[config.mk]
export PLATFORM = sky130hd
export DESIGN_NAME = ctrl_pipe
export DESIGN_NICKNAME = d
export VERILOG_FILES = /design/src/rtl/ctrl_pkg.sv /design/src/rtl/ctrl_pipe_hazard_unit.sv /design/src/rtl/ctrl_pipe.sv
export SDC_FILE = /design/constraint.sdc
export NUM_CORES = 1
export LEC_CHECK = 0
export CAP_MARGIN = 20
export CORE_ASPECT_RATIO = 1.25
export CORE_MARGIN = 1.5
export CORE_UTILIZATION = 47
export DETAILED_ROUTE_END_ITERATION = 16
export PLACE_DENSITY = 0.85
export SYNTH_ARGS = -nofsm -noshare
export SYNTH_HDL_FRONTEND = slang
export SYNTH_SLANG_ARGS = --single-unit
[constraint.sdc]
create_clock -name clk -period 4.8 [get_ports clk]
set_input_delay 0.96 -clock clk [delete_from_list [all_inputs] [get_ports clk]]
set_output_delay 0.96 -clock clk [all_outputs]
set_load 0.01 [all_outputs]
[src/rtl/ctrl_pkg.sv]
// ctrl_pkg: shared control-word types, forwarding selects and helpers for ctrl_pipe
package ctrl_pkg;
  localparam logic [1:0] FWD_NONE = 2'b00;
  localparam logic [1:0] FWD_WB   = 2'b01;
  localparam logic [1:0] FWD_MEM  = 2'b10;
  typedef struct packed {
    logic       mem_rd;
    logic       mem_wr;
    logic       reg_wr;
    logic       mux_reg_wr;
    logic       mux_ula;
    logic [1:0] ula_op;
    logic       branch;
    logic [4:0] rd;
    logic [4:0] rs1;
    logic [4:0] rs2;
  } ctrl_t;
  typedef struct packed {
    logic       mem_rd;
    logic       mem_wr;
    logic       reg_wr;
    logic       mux_reg_wr;
    logic [4:0] rd;
  } mem_t;
  typedef struct packed {
    logic       reg_wr;
    logic       mux_reg_wr;
    logic [4:0] rd;
  } wb_t;
  localparam ctrl_t BUBBLE = '0;
  function automatic logic [1:0] fwd_sel(input logic m_wr, input logic [4:0] m_rd,
                                         input logic w_wr, input logic [4:0] w_rd,
                                         input logic [4:0] rs);
    return (m_wr && m_rd != 5'd0 && m_rd == rs) ? FWD_MEM :
           (w_wr && w_rd != 5'd0 && w_rd == rs) ? FWD_WB : FWD_NONE;
  endfunction
endpackage

[src/rtl/ctrl_pipe_hazard_unit.sv]
// hazard_unit: load-use stall, branch flush and EX forwarding selects
module hazard_unit
  import ctrl_pkg::*;
(
  input  logic       ex_taken,
  input  logic [4:0] id_rs1,
  input  logic [4:0] id_rs2,
  input  logic       ex_mem_rd,
  input  logic       ex_mem_wr,
  input  logic       ex_reg_wr,
  input  logic [4:0] ex_rd,
  input  logic [4:0] ex_rs1,
  input  logic [4:0] ex_rs2,
  input  logic       mem_reg_wr,
  input  logic [4:0] mem_rd,
  input  logic       wb_reg_wr,
  input  logic [4:0] wb_rd,
  output logic       stall,
  output logic       flush,
  output logic [1:0] fwd_a,
  output logic [1:0] fwd_b
);
  // a taken branch overrides the load-use stall so the PC can load the target
  always_comb begin
    flush = ex_taken;
    stall = !ex_taken && ex_mem_rd && !ex_mem_wr && ex_reg_wr && ex_rd != 5'd0 &&
            (ex_rd == id_rs1 || ex_rd == id_rs2);
    fwd_a = fwd_sel(mem_reg_wr, mem_rd, wb_reg_wr, wb_rd, ex_rs1);
    fwd_b = fwd_sel(mem_reg_wr, mem_rd, wb_reg_wr, wb_rd, ex_rs2);
  end
endmodule

[src/rtl/ctrl_pipe.sv]
// ctrl_pipe: ID/EX, EX/MEM, MEM/WB control registers with hazard handling
module ctrl_pipe
  import ctrl_pkg::*;
(
  input  logic       clk,
  input  logic       rst,
  input  logic       id_mem_rd,
  input  logic       id_mem_wr,
  input  logic       id_reg_wr,
  input  logic       id_mux_reg_wr,
  input  logic       id_mux_ula,
  input  logic       id_branch,
  input  logic [1:0] id_ula_op,
  input  logic [4:0] id_rs1,
  input  logic [4:0] id_rs2,
  input  logic [4:0] id_rd,
  input  logic       ex_taken,
  output logic       stall,
  output logic       flush,
  output logic       ex_mux_ula,
  output logic       ex_branch,
  output logic [1:0] ex_ula_op,
  output logic [4:0] ex_rs1,
  output logic [4:0] ex_rs2,
  output logic [4:0] ex_rd,
  output logic       mem_mem_rd,
  output logic       mem_mem_wr,
  output logic       mem_reg_wr,
  output logic [4:0] mem_rd_idx,
  output logic       wb_reg_wr,
  output logic       wb_mux_reg_wr,
  output logic [4:0] wb_rd,
  output logic [1:0] fwd_a,
  output logic [1:0] fwd_b
);
  ctrl_t id_c, ex_d, ex_q;
  mem_t  mem_c, mem_d, mem_q;
  wb_t   wb_c, wb_d, wb_q;
  // B-type (branch without rd write-back mux) never writes a register; bubbles on rst/flush/stall
  always_comb begin
    id_c  = '{mem_rd: id_mem_rd, mem_wr: id_mem_wr,
              reg_wr: id_reg_wr & ~(id_branch & ~id_mux_reg_wr),
              mux_reg_wr: id_mux_reg_wr, mux_ula: id_mux_ula, ula_op: id_ula_op,
              branch: id_branch, rd: id_rd, rs1: id_rs1, rs2: id_rs2};
    mem_c = '{mem_rd: ex_q.mem_rd, mem_wr: ex_q.mem_wr, reg_wr: ex_q.reg_wr,
              mux_reg_wr: ex_q.mux_reg_wr, rd: ex_q.rd};
    wb_c  = '{reg_wr: mem_q.reg_wr, mux_reg_wr: mem_q.mux_reg_wr, rd: mem_q.rd};
    ex_d  = (rst || flush || stall) ? BUBBLE : id_c;
    mem_d = rst ? '0 : mem_c;
    wb_d  = rst ? '0 : wb_c;
  end
  // pipeline registers advance every cycle
  always_ff @(posedge clk) begin
    ex_q  <= ex_d;
    mem_q <= mem_d;
    wb_q  <= wb_d;
  end
  assign ex_mux_ula    = ex_q.mux_ula;
  assign ex_branch     = ex_q.branch;
  assign ex_ula_op     = ex_q.ula_op;
  assign ex_rs1        = ex_q.rs1;
  assign ex_rs2        = ex_q.rs2;
  assign ex_rd         = ex_q.rd;
  assign mem_mem_rd    = mem_q.mem_rd;
  assign mem_mem_wr    = mem_q.mem_wr;
  assign mem_reg_wr    = mem_q.reg_wr;
  assign mem_rd_idx    = mem_q.rd;
  assign wb_reg_wr     = wb_q.reg_wr;
  assign wb_mux_reg_wr = wb_q.mux_reg_wr;
  assign wb_rd         = wb_q.rd;
  hazard_unit u_hazard (
    .ex_taken  (ex_taken),
    .id_rs1    (id_rs1),
    .id_rs2    (id_rs2),
    .ex_mem_rd (ex_q.mem_rd),
    .ex_mem_wr (ex_q.mem_wr),
    .ex_reg_wr (ex_q.reg_wr),
    .ex_rd     (ex_q.rd),
    .ex_rs1    (ex_q.rs1),
    .ex_rs2    (ex_q.rs2),
    .mem_reg_wr(mem_q.reg_wr),
    .mem_rd    (mem_q.rd),
    .wb_reg_wr (wb_q.reg_wr),
    .wb_rd     (wb_q.rd),
    .stall     (stall),
    .flush     (flush),
    .fwd_a     (fwd_a),
    .fwd_b     (fwd_b)
  );
endmodule

=== After elaboration in Yosys (flattened, before gate mapping) ===
Cells that the tools add are included.

* Register bits: 39
* Latch bits: 0
* Memory bits (writable): 0
* Bits in read-only memories: 0
* Memories kept: 0

* $add $sub $neg: 0
* Multiply operators: 0
* Div/mod/pow operators: 0
* Magnitude comparators: 0
* Equality and inequality tests: 6
* Shift operators: 0
* Mux-type cells: 4
* Bitwise logic cells: 4
* Reduce and logical (&&, ||, !) cells: 19

{| class="wikitable"
|+ Operators with widths
! operator !! count
|-
| $eq 5x5->1 || 6
|-
| $reduce_bool 5->1 || 3
|-
| $logic_and 1x1->1 || 11
|-
| $mux 2 || 2
|-
| $logic_or 1x1->1 || 3
|-
| $and 1x1->1 || 2
|-
| $logic_not 1->1 || 2
|-
| $mux 1 || 2
|-
| $not 1->1 || 2
|}

=== Depth between registers and ports, before layout ===
* Depth after elaboration: 7
* Mapped depth: 5
* Gate-level depth less buffers: 4

=== Modules after synthesis ===
From an unflattened synthesis, not the netlist that was laid out.

* Cell total of the unflattened synthesis: 156
* Area total of the unflattened synthesis: 1,655.3 µm²

{| class="wikitable"
|+ By module, submodules not included
! module !! instances !! cells an instance !! area each (µm²) !! sequential area each (µm²)
|-
| ctrl_pipe || 1 || 105 || 1,246.2 || 780.7
|-
| hazard_unit || 1 || 51 || 409.1 || 0.0
|}

=== Least setup slack after synthesis ===
OpenSTA, ideal clock, no wires.

* Kind: input to output
* Start point: in ex_taken
* End point: out stall
* Data arrival time: 1,898 ps
* Data required time: 3,840 ps
* Slack: 1,942 ps
* Stages: 4
* Path buffers: 1
* Cells stage by stage: nand4bb_1 > a21oi_1 > clkbuf_1 > and2_1

* Cells in the longest elaborated chain, start to end: 6

{| class="wikitable"
|+ Ends and longest elaborated chain
! element !! RTL line !! RTL
|-
| start: declaration || ctrl_pipe.sv:17 || <nowiki>input logic ex_taken,</nowiki>
|-
| $logic_not 1->1 || ctrl_pipe_hazard_unit.sv:26 || <nowiki>stall = !ex_taken && ex_mem_rd && !ex_mem_wr && ex_reg_wr && ex_rd != 5'd0 &&</nowiki>
|-
| $logic_and 1x1->1 (5 in series) || ctrl_pipe_hazard_unit.sv:26 ||
|-
| end: declaration || ctrl_pipe.sv:18 || <nowiki>output logic stall,</nowiki>
|}

No other way between the ends.

=== Worst setup path after layout ===
* Start point: in id_rs1[0]
* End point: out stall

* Cells in the longest elaborated chain, start to end: 3

{| class="wikitable"
|+ Ends and longest elaborated chain
! element !! RTL line !! RTL
|-
| start: declaration || ctrl_pipe.sv:14 || <nowiki>input logic [4:0] id_rs1,</nowiki>
|-
| $eq 5x5->1 || ctrl_pipe_hazard_unit.sv:27 || <nowiki>(ex_rd == id_rs1 || ex_rd == id_rs2);</nowiki>
|-
| $logic_or 1x1->1 || ctrl_pipe_hazard_unit.sv:27 ||
|-
| $logic_and 1x1->1 || ctrl_pipe_hazard_unit.sv:26 ||
|}

No other way between the ends.

==> run_results.csv <==
group,metric,value,unit
detailed_routing,avgViaCountPerCell,4.86,
global_routing,antenna_found_initial,0,
critical_path,r2r_slack,3.38,ns
timing,finalCritPeriodShare,0.741,
timing,fin_setup_tns,0,ns
detailed_routing,routed_wire_length_per_instance,12.9,µm
finish,areaGrowthSynthToFinish,36.3,%
clock_network,post_cts_resized,0,
global_routing,grt_max_degree,24,
yosys,yosys-top-cells-area,"dfxtp_1 (45%), buf_4 (9.9%), xnor2_1 (8.1%)",
critical_path,cp-end-kind,"primary output",
finish,layout.nets,256,
place,hpwl,2710,µm
yosys,syn_area_per_cell,9.33,µm²
yosys,synth_area,0.00174,mm²
detailed_routing,dr.pass1.iters,4,
place,port_buffers,65,
clock_network,htreeDepth,2,
clock_network,root_buffer,"clkbuf_8",
yosys,ys_ff_latch,39,
yosys,synth_fp_nets,212,
yosys,synth_top_family_by_area,"simple AND/OR/NAND/NOR gates",
place,dp_cells,262,
timing,finClkSkew,0.00597,ns
critical_path,cpPeakStageDelay,0.55,ns
yosys,yosys.area_share.simple,0.166,
flow_run,cap_viol_max_count,0,
floorplan,chipHeight,70.9,µm
critical_path,worstPathArrival,2.60,ns
yosys,synthAdderAreaFrac,0,
critical_path,path_max_fanout,2,
timing,slew_headroom,0.468,
timing,timing.fmax,281,MHz
timing,period_minus_slack,3.56,ns
clock_network,numCtsBuffers,5,
yosys,synthCells,186,
floorplan,core_area,0.00351,mm²
yosys,synth_mux_area_frac,0,
detailed_routing,ant_nets,0,
yosys,synth-compound-area-share,0.0952,
clock_network,cts_tree,"done",
timing,setup_viol,0,
detailed_routing,drc,0,
finish,antennaDiodeCount,0,
critical_path,crit_top_cell,"clkdlybuf4s50_1",
global_routing,grt_first_pass_wirelength,5770,µm
global_routing,grt_usage,0.184,
clock_network,postCtsHoldBufs,0,
power,ir_drop,224,µV
global_routing,globalRouteOverflowTotal,0,
timing,timing.final.hold_violations,0,
yosys,synth_xor_area_frac,0.151,
finish,layout-drive-gt1-share,0.0606,
clock_network,insertion_delay,0.29,ns
global_routing,grt_pass1_vias,1240,
floorplan,start_util,0.494,
clock_network,clk_path_buf_depth,2,
worst_hold_path,hold_path.class,"register to register",
clock_network,clkTransAtPathRegs,0.07,ns
yosys,ys_types,24,
yosys,synth_area_leader_cell,"dfxtp_1",
yosys,seq_area_frac_synth,0.450,
power,leakagePower,0.000962,µW
floorplan,die_w,57.4,µm
power,total_power,706,µW
floorplan,num_rows,24,
floorplan,dieArea,0.00407,mm²
critical_path,start_kind,"primary input",
floorplan,pin_count,66,
clock_network,postCtsSetupRepairBufs,0,
detailed_routing,via_count,1311,
power,powerDensity,299,mW/mm²
place,globalplace.congestion,0.801,
timing,tightestPinTransition,0.796,ns
critical_path,crit_required,3.84,ns
detailed_routing,drt_wl_total,3480,µm
clock_network,cts_sinks,39,
detailed_routing,drt_iter0_markers,14,
yosys,synth_top_area_frac,0.450,
timing,rsz0062_at_grt,"no",
outcome,outcome,"finished, final reports clean",
timing,slew_viol_final,0,
yosys,ys_warn_count,0,
critical_path,critical_path_class,"primary input to primary output",
critical_path,crit_chain,"clkdlybuf4s50_1 -> xnor2_1 -> nand3_1 -> o22ai_1 -> and2_1 -> clkdlybuf4s50_1",
critical_path,crit_path_top_delay_cell,"clkdlybuf4s50_1",
finish,final_cells,270,
[cells in the final DEF, fill, tap and decap left out, types with 4 or more instances in the layout]
| cell | synthesis | routed |
|---|---|---|
| clkdlybuf4s50_1 | 0 | 65 |
| dfxtp_1 | 39 | 39 |
| xnor2_1 | 16 | 16 |
| nor2b_1 | 16 | 16 |
| xor2_1 | 14 | 14 |
| nand2_1 | 14 | 14 |
| a21oi_1 | 14 | 14 |
| inv_1 | 10 | 10 |
| a211oi_1 | 10 | 10 |
| clkbuf_8 | 0 | 6 |
| nand3_1 | 5 | 5 |
| or4_1 | 4 | 4 |
[where the power goes]
| part | internal, µW | switching (µW) |
|---|---|---|
| Clock | 168 | 108 |
| Sequential | 334 | 10.7 |
| Combinational | 52.0 | 33.2 |
[state kept, by name, summed over array words and instances (netlist names), 2 cells and up]
signal      count
ex_q            4
ex_ula_op       2
wb_rd           5
ex_rd           5
mem_rd_idx      5
ex_rs1          5
ex_rs2          5
[cell type report]
type	count	area [µm²]
Timing Repair Buffer	67	666
Multi-Input combinational cell	107	716
Clock buffer	6	82.6
Inverter	10	37.5
Fill cell	275	1150
Tap cell	39	48.8
Clock inverter	2	35.0
Sequential cell	39	781
[routing by layer]
metal | global-route usage | vias to the layer above | part of all wire
li1 | - | 670 | -
met1 | 0.202 | 583 | 0.38
met4 | 0.0879 | 0 | 0.022
met2 | 0.327 | 52 | 0.54
met3 | 0.0439 | 6 | 0.057
met5 | 0 | - | 0
[cell families after synthesis]
kind of cell / count (synthesis)
AOI/OAI and AO/OA: 27
xor gates and xnor gates: 30
buffers and inverters: 40
DFF: 39
and+or+nand+nor: 50
[worst max-delay path: cells and delay by family]
family / cells / cell delay [ns]
xor+xnor: 1 / 0.13
simple gates: 2 / 0.25
buf+inv: 2 / 1.05
compound gates: 1 / 0.21
[synthesized netlist by cell type, drive strengths merged]
cell type and n:
inv 10, nand3 5, nand2b 1, o22ai 1, and2 1, a21oi 14, or4 4, nor2 2
clkbuf 5, xor2 14, buf 25, o21ai 2, nor3 1, nand2 14, a211oi 10, xnor2 16
nand4bb 1, dfxtp 39, nor4 4, or2 1, nor2b 16
[metrics by stage]
stage          cell area, µm²   util  setup WS [ns]  hold WS, ns
3_5_place_dp             2250  0.640           1.24        0.427
4_1_cts                  2370  0.673           1.24        0.441
5_1_grt                  2370  0.673           1.13        0.461
3_3_place_gp             2250  0.640           1.27        0.425
6_report                 2370  0.673           1.24        0.435
2_1_floorplan            1740      -           1.94        0.414
[path summary, 6_finish.rpt]
check,from,to,cells past startpoint
worst max-delay path,id_rs1[0],stall,6
worst min-delay path,ex_q[19],mem_q[5],1
worst max register to register,ex_rd[2],ex_rs2[1],5
worst min register to register,ex_q[19],mem_q[5],1
Power figures use the tool's default switching activity.
